==> src/rtl/master_control_pkg.sv <==
// Shared definitions for the master tile scheduler: default geometry and FSM state encoding.
package master_control_pkg;

    localparam int unsigned SysArrRowsDefault = 16;
    localparam int unsigned SysArrColsDefault = 16;
    localparam int unsigned AddrWidthDefault  = 8;
    localparam int unsigned TileWDefault      = 4;

    typedef enum logic [2:0] {
        StIdle,
        StFillIssue,
        StFillWait,
        StCompIssue,
        StCompWait,
        StNext
    } sched_state_e;

endpackage

==> src/rtl/master_tile_scheduler_if.sv <==
// Job request, fill-controller and compute-engine handshake bundle for the tile scheduler.
interface master_tile_scheduler_if #(
    parameter int unsigned SYS_ARR_ROWS = master_control_pkg::SysArrRowsDefault,
    parameter int unsigned SYS_ARR_COLS = master_control_pkg::SysArrColsDefault,
    parameter int unsigned ADDR_WIDTH   = master_control_pkg::AddrWidthDefault,
    parameter int unsigned TILE_W       = master_control_pkg::TileWDefault
) ();
    localparam int unsigned RowW = $clog2(SYS_ARR_ROWS);
    localparam int unsigned ColW = $clog2(SYS_ARR_COLS);

    logic                  start;
    logic                  done;
    logic                  abort;
    logic [TILE_W-1:0]     num_tiles;
    logic [RowW-1:0]       num_row;
    logic [ColW-1:0]       num_col;
    logic [ADDR_WIDTH-1:0] base_addr;
    logic [ADDR_WIDTH-1:0] stride;
    logic                  fill_start;
    logic                  fill_done;
    logic [RowW-1:0]       fill_num_row;
    logic [ColW-1:0]       fill_num_col;
    logic [ADDR_WIDTH-1:0] fill_base_addr;
    logic                  comp_start;
    logic                  comp_done;
    logic [TILE_W-1:0]     tile_idx;
    logic                  aborted;

    modport master (
        input  start, abort, num_tiles, num_row, num_col, base_addr, stride, fill_done, comp_done,
        output done, fill_start, fill_num_row, fill_num_col, fill_base_addr, comp_start, tile_idx,
               aborted
    );

    modport slave (
        output start, abort, num_tiles, num_row, num_col, base_addr, stride, fill_done, comp_done,
        input  done, fill_start, fill_num_row, fill_num_col, fill_base_addr, comp_start, tile_idx,
               aborted
    );

endinterface

==> src/rtl/master_busy_wait.sv <==
// Issue pulse plus seen-busy completion detect for a downstream block whose idle level
// only drops one cycle after it is started.
module master_busy_wait (
    input  logic clk,
    input  logic reset,
    input  logic i_issue,
    input  logic i_wait,
    input  logic i_done,
    output logic o_start,
    output logic o_finished
);
    logic r_seen_busy;

    // Cleared whenever the scheduler is outside the wait state, so each tile re-arms.
    always_ff @(posedge clk or negedge reset) begin
        if (!reset) begin
            r_seen_busy <= 1'b0;
        end else begin
            r_seen_busy <= i_wait & (r_seen_busy | ~i_done);
        end
    end

    assign o_start    = i_issue;
    assign o_finished = i_wait & r_seen_busy & i_done;

endmodule

==> src/rtl/master_tile_scheduler.sv <==
// Walks a job of num_tiles+1 tiles, sequencing a FIFO fill then a compute pass per tile.
module master_tile_scheduler
    import master_control_pkg::*;
#(
    parameter int unsigned SYS_ARR_ROWS = SysArrRowsDefault,
    parameter int unsigned SYS_ARR_COLS = SysArrColsDefault,
    parameter int unsigned ADDR_WIDTH   = AddrWidthDefault,
    parameter int unsigned TILE_W       = TileWDefault
) (
    input logic                    clk,
    input logic                    reset,
    master_tile_scheduler_if.master bus
);
    localparam int unsigned RowW = $clog2(SYS_ARR_ROWS);
    localparam int unsigned ColW = $clog2(SYS_ARR_COLS);

    sched_state_e          r_state;
    logic [TILE_W-1:0]     r_num_tiles;
    logic [ADDR_WIDTH-1:0] r_stride;
    logic [RowW-1:0]       r_fill_num_row;
    logic [ColW-1:0]       r_fill_num_col;
    logic [ADDR_WIDTH-1:0] r_fill_base_addr;
    logic [TILE_W-1:0]     r_tile_idx;
    logic                  r_aborted;

    logic w_fill_finished;
    logic w_comp_finished;

    master_busy_wait u_fill_wait (
        .clk        (clk),
        .reset      (reset),
        .i_issue    (r_state == StFillIssue),
        .i_wait     (r_state == StFillWait),
        .i_done     (bus.fill_done),
        .o_start    (bus.fill_start),
        .o_finished (w_fill_finished)
    );

    master_busy_wait u_comp_wait (
        .clk        (clk),
        .reset      (reset),
        .i_issue    (r_state == StCompIssue),
        .i_wait     (r_state == StCompWait),
        .i_done     (bus.comp_done),
        .o_start    (bus.comp_start),
        .o_finished (w_comp_finished)
    );

    always_ff @(posedge clk or negedge reset) begin
        if (!reset) begin
            r_state          <= StIdle;
            r_num_tiles      <= '0;
            r_stride         <= '0;
            r_fill_num_row   <= '0;
            r_fill_num_col   <= '0;
            r_fill_base_addr <= '0;
            r_tile_idx       <= '0;
            r_aborted        <= 1'b0;
        end else begin
            r_aborted <= 1'b0;
            if (r_state != StIdle && bus.abort) begin
                r_state   <= StIdle;
                r_aborted <= 1'b1;
            end else begin
                unique case (r_state)
                    StIdle: begin
                        // Abort arriving with start cancels the request outright.
                        if (bus.start && !bus.abort) begin
                            r_num_tiles      <= bus.num_tiles;
                            r_stride         <= bus.stride;
                            r_fill_num_row   <= bus.num_row;
                            r_fill_num_col   <= bus.num_col;
                            r_fill_base_addr <= bus.base_addr;
                            r_tile_idx       <= '0;
                            r_state          <= StFillIssue;
                        end
                    end
                    StFillIssue: r_state <= StFillWait;
                    StFillWait:  if (w_fill_finished) r_state <= StCompIssue;
                    StCompIssue: r_state <= StCompWait;
                    StCompWait:  if (w_comp_finished) r_state <= StNext;
                    StNext: begin
                        if (r_tile_idx == r_num_tiles) begin
                            r_state <= StIdle;
                        end else begin
                            r_tile_idx       <= r_tile_idx + 1'b1;
                            r_fill_base_addr <= r_fill_base_addr + r_stride;
                            r_state          <= StFillIssue;
                        end
                    end
                    default: r_state <= StIdle;
                endcase
            end
        end
    end

    assign bus.done           = (r_state == StIdle);
    assign bus.fill_num_row   = r_fill_num_row;
    assign bus.fill_num_col   = r_fill_num_col;
    assign bus.fill_base_addr = r_fill_base_addr;
    assign bus.tile_idx       = r_tile_idx;
    assign bus.aborted        = r_aborted;

endmodule

==> src/flat_wrapper.sv <==
// flat-port wrapper written by rule: the top's interface ports become plain ports
module master_tile_scheduler_flat import master_control_pkg::*;
#(
    parameter int unsigned SYS_ARR_ROWS = SysArrRowsDefault,
    parameter int unsigned SYS_ARR_COLS = SysArrColsDefault,
    parameter int unsigned ADDR_WIDTH   = AddrWidthDefault,
    parameter int unsigned TILE_W       = TileWDefault
)
  (clk, reset, bus_start, bus_abort, bus_num_tiles, bus_num_row, bus_num_col, bus_base_addr, bus_stride, bus_fill_done, bus_comp_done, bus_done, bus_fill_start, bus_fill_num_row, bus_fill_num_col, bus_fill_base_addr, bus_comp_start, bus_tile_idx, bus_aborted);
  master_tile_scheduler_if #(.SYS_ARR_ROWS(SYS_ARR_ROWS), .SYS_ARR_COLS(SYS_ARR_COLS), .ADDR_WIDTH(ADDR_WIDTH), .TILE_W(TILE_W)) bus_i ();
  input logic clk;
  input logic reset;
  input wire logic [$bits(bus_i.start)-1:0] bus_start;
  input wire logic [$bits(bus_i.abort)-1:0] bus_abort;
  input wire logic [$bits(bus_i.num_tiles)-1:0] bus_num_tiles;
  input wire logic [$bits(bus_i.num_row)-1:0] bus_num_row;
  input wire logic [$bits(bus_i.num_col)-1:0] bus_num_col;
  input wire logic [$bits(bus_i.base_addr)-1:0] bus_base_addr;
  input wire logic [$bits(bus_i.stride)-1:0] bus_stride;
  input wire logic [$bits(bus_i.fill_done)-1:0] bus_fill_done;
  input wire logic [$bits(bus_i.comp_done)-1:0] bus_comp_done;
  output wire logic [$bits(bus_i.done)-1:0] bus_done;
  output wire logic [$bits(bus_i.fill_start)-1:0] bus_fill_start;
  output wire logic [$bits(bus_i.fill_num_row)-1:0] bus_fill_num_row;
  output wire logic [$bits(bus_i.fill_num_col)-1:0] bus_fill_num_col;
  output wire logic [$bits(bus_i.fill_base_addr)-1:0] bus_fill_base_addr;
  output wire logic [$bits(bus_i.comp_start)-1:0] bus_comp_start;
  output wire logic [$bits(bus_i.tile_idx)-1:0] bus_tile_idx;
  output wire logic [$bits(bus_i.aborted)-1:0] bus_aborted;
  assign bus_i.start = bus_start;
  assign bus_i.abort = bus_abort;
  assign bus_i.num_tiles = bus_num_tiles;
  assign bus_i.num_row = bus_num_row;
  assign bus_i.num_col = bus_num_col;
  assign bus_i.base_addr = bus_base_addr;
  assign bus_i.stride = bus_stride;
  assign bus_i.fill_done = bus_fill_done;
  assign bus_i.comp_done = bus_comp_done;
  assign bus_done = bus_i.done;
  assign bus_fill_start = bus_i.fill_start;
  assign bus_fill_num_row = bus_i.fill_num_row;
  assign bus_fill_num_col = bus_i.fill_num_col;
  assign bus_fill_base_addr = bus_i.fill_base_addr;
  assign bus_comp_start = bus_i.comp_start;
  assign bus_tile_idx = bus_i.tile_idx;
  assign bus_aborted = bus_i.aborted;
  master_tile_scheduler #(.SYS_ARR_ROWS(SYS_ARR_ROWS), .SYS_ARR_COLS(SYS_ARR_COLS), .ADDR_WIDTH(ADDR_WIDTH), .TILE_W(TILE_W)) u_core (.clk(clk), .reset(reset), .bus(bus_i));
endmodule
==> config.mk <==
export PLATFORM = sky130hd
export DESIGN_NAME = master_tile_scheduler_flat
export DESIGN_NICKNAME = d
export VERILOG_FILES = /design/src/rtl/master_control_pkg.sv /design/src/rtl/master_tile_scheduler_if.sv /design/src/rtl/master_busy_wait.sv /design/src/rtl/master_tile_scheduler.sv /design/src/flat_wrapper.sv
export SDC_FILE = /design/constraint.sdc
export NUM_CORES = 1
export LEC_CHECK = 0
export BUFFER_PORTS_ARGS = -buffer_cell sky130_fd_sc_hd__buf_2
export CAP_MARGIN = 10
export CORE_MARGIN = 2
export CORE_UTILIZATION = 50
export CTS_CLUSTER_DIAMETER = 150
export DETAILED_ROUTE_END_ITERATION = 16
export PLACE_DENSITY = 0.76
export RECOVER_POWER = 25
export SYNTH_ARGS = -nofsm -noshare
export SYNTH_HDL_FRONTEND = slang
export SYNTH_HIERARCHICAL = 1
export SYNTH_SLANG_ARGS = --single-unit
==> constraint.sdc <==
create_clock -name clk -period 3.1 [get_ports clk]
set_input_delay 0.31 -clock clk [delete_from_list [all_inputs] [get_ports clk]]
set_output_delay 0.31 -clock clk [all_outputs]
set_load 0.02 [all_outputs]
==> out/qor.txt <==
Resized cells post-CTS: 0
Total Wirelength: 4230 um
DP HPWL: 3070 um
Setup ws final: 1.02 ns
CTS max path bufs: 2
Met1 wire length: 1900 um
Row count: 23
Antenna cells: 0
Layout cell share with drive strength beyond 1: 38.8%
Crit path launch type: register
Vias in the first global route: 1573
Tcrit/Tclk final: 67.3%
RSZ-0062 raised after global routing: no
Hold Fails Final Rpt: 0
Crit path time final: 2.08 ns
Hold Path Class: in -> reg
Antenna Nets Post-Route: 0
CTS tree: done
GRT Residual Overflow: 0
Critical path class: reg -> reg
CORE AREA: 0.00400 mm^2
DRT iter0 DRCs: 62
Setup bufs post-CTS: 0
Clock share of power: 23.0%
DRC: 0
Seq pwr share: 38.4%
Peak VDD IR: 387 uV
H-tree levels: 2
Synthesis Warnings: 6
Sw frac: 35.8%
Switching pwr: 0.000646 W
Slew Limit Fails: 39
EDFF count, synth: 0
Avg Inst Size Synth: 11.2 um^2
Max Cap Viol: 1
Asr flop ratio synth: 100%
Clock Skew: 0.0125 ns
Fin area: 0.00246 mm^2
Pre-CTS setup slack: 1.04 ns
WP data arrival: 2.32 ns
Initial core utilization: 51.6%
Top Metal Used: met4
GRT Util Overall: 20.0%
Count of cell types in the netlist: 45
Initial antenna violation count: 0
CTS Sinks: 38
Cts hold-fix bufs: 0
Nets@finish: 284
Worst-Margin Slew: 2.03 ns
Avg WL per Cell: 14.5 um
FMAX: 480 MHz
Worst EP required: 3.33 ns
Placed cell areas: 0.00235 mm^2
Drt pass-1 iters: 4
Combinational share of power: 38.6%
Total CTS buffers: 5
Power per cell area: 734 mW/mm^2
Chip Width: 68.3 um
Via/cell ratio: 5.52
Most frequent cells in the layout: buf_2 (56), dfrtp_1 (38), mux2_2 (20)
Setup TNS: 0 ns
Routability Congestion: 0.903
Most common cell after layout, fill and taps aside: buf_2
DP Cell Count: 284
Die height: 68.3 um
Final Non-Filler Cells: 292
Status: finished, violations left
Pint: 0.00116 W
Global-route wire length before repair: 6870 um
Flops & latches, synth: 38
I/O pin cnt: 58
Clk slew on worst S/H paths: 0.08 ns
Failing checks: capacitance limit, slew limit
Root buf cell: clkbuf_8
Setup violations, final: 0
Net Count, Synth: 228
Post-synth top area share: 46.0%
Slew margin rel.: -35.5%
Worst-path maximum fanout: 11
# port buffers: 57
Vias: 1612
Final hold slack: 0.193 ns
Met2 WL post-DR: 2070 um
CP Capture Type: register
Lkg Pwr: 1.16 nW
Met3 wire length: 236 um
Netlist Area Pre-Place: 0.00207 mm^2
Pin count of the biggest net entering global routing: 39
Most used DFF post-synth: dfrtp_1
Synth Instances: 185
Register area share after synthesis: 46.0%
Layout area overhead: 19.1%
Largest cells by area after synthesis: dfrtp_1 (46%), mux2_2 (11%), ha_1 (4.8%)
Die ar.: 0.00466 mm^2
Synth area leader: dfrtp_1
Worst skew pair latency: 0.29 ns
-- cells in the mapped netlist (all sizes together) (5+ instances only) --
| library cell | count |
|---|---|
| nor2 | 10 |
| nand3 | 8 |
| nor3b | 5 |
| dfrtp | 38 |
| o21ai | 5 |
| xor2 | 6 |
| mux2 | 20 |
| ha | 8 |
| nand2 | 12 |
| inv | 6 |
| a21oi | 11 |
| buf | 9 |
-- kinds of logic (layout without fill, tap and decap cells) --
logic type               count (synthesis)  count (layout)  share of synthesized area [%]
AND/OR/NAND/NOR                         50              50                           13.1
AO/OA/AOI/OAI                           42              42                           15.1
flip-flops                              38              38                           46.0
multiplexers                            22              22                           11.9
buffers and inverters                   16              73                           4.66
adder cells (fa/ha/maj)                  9               9                           5.81
XOR/XNOR                                 8               8                           3.39
-- per-stage QoR --
stage,power [W],util [%]
after floorplan,0.00121,-
after global placement,0.00138,58.9
after detailed placement,0.00140,58.9
after CTS,0.00181,61.5
after global routing,0.00192,61.5
final,0.00180,61.5
-- cell type report --
type | count | area (um^2)
Clock inverter | 1 | 30.0
Timing Repair Buffer | 59 | 299
Fill cell | 337 | 1540
Tap cell | 50 | 62.6
Sequential cell | 38 | 951
Inverter | 6 | 22.5
Clock buffer | 7 | 76.3
Multi-Input combinational cell | 131 | 1020
-- metal layers --
layer	track usage (%)	vias to the layer above
li1	-	786
met1	25.2	775
met2	32.5	49
met3	5.59	2
met4	8.00	0
met5	0	-
-- worst paths after layout --
kind	startpoint	endpoint	slack (ns)	cells past startpoint
setup / recovery	u_core/r_state[1]	u_core/bus.fill_base_addr[4]	1.02	5
hold / removal	bus_fill_done	u_core/u_fill_wait/r_seen_busy	0.19	2
setup reg to reg	u_core/r_state[1]	u_core/bus.fill_base_addr[4]	1.02	5
hold reg to reg	u_core/u_fill_wait/r_seen_busy	u_core/u_fill_wait/r_seen_busy	0.51	2
max in group asynchronous	reset	u_core/r_stride[2]	1.33	1
min in group asynchronous	reset	u_core/bus.fill_num_col[0]	0.59	1
-- worst max-delay path: stages, from the launching register on --
cell	delay [ns]
dfrtp_1	0.51
and3b_1	0.48
o41ai_2	0.19
a21o_1	0.23
or4_1	0.51
nand3_1	0.09
-- power groups by stage --
stage	clock, W	combinational [W]	sequential [W]
floorplan	0	0.000452	0.000755
global route	0.000440	0.000768	0.000710
detailed placement	0	0.000696	0.000703
finish	0.000415	0.000697	0.000693
CTS	0.000423	0.000697	0.000694
global placement	0	0.000684	0.000696
-- state kept, by name, indices dropped and copies added (netlist names) --
signal,cells
u_core/bus.aborted,1
u_core/bus.fill_base_addr,8
u_core/bus.fill_num_col,4
u_core/bus.fill_num_row,4
u_core/bus.tile_idx,4
u_core/r_num_tiles,4
u_core/r_state,3
u_core/r_stride,8
u_core/u_comp_wait/r_seen_busy,1
u_core/u_fill_wait/r_seen_busy,1
Power figures use the tool's default switching activity.
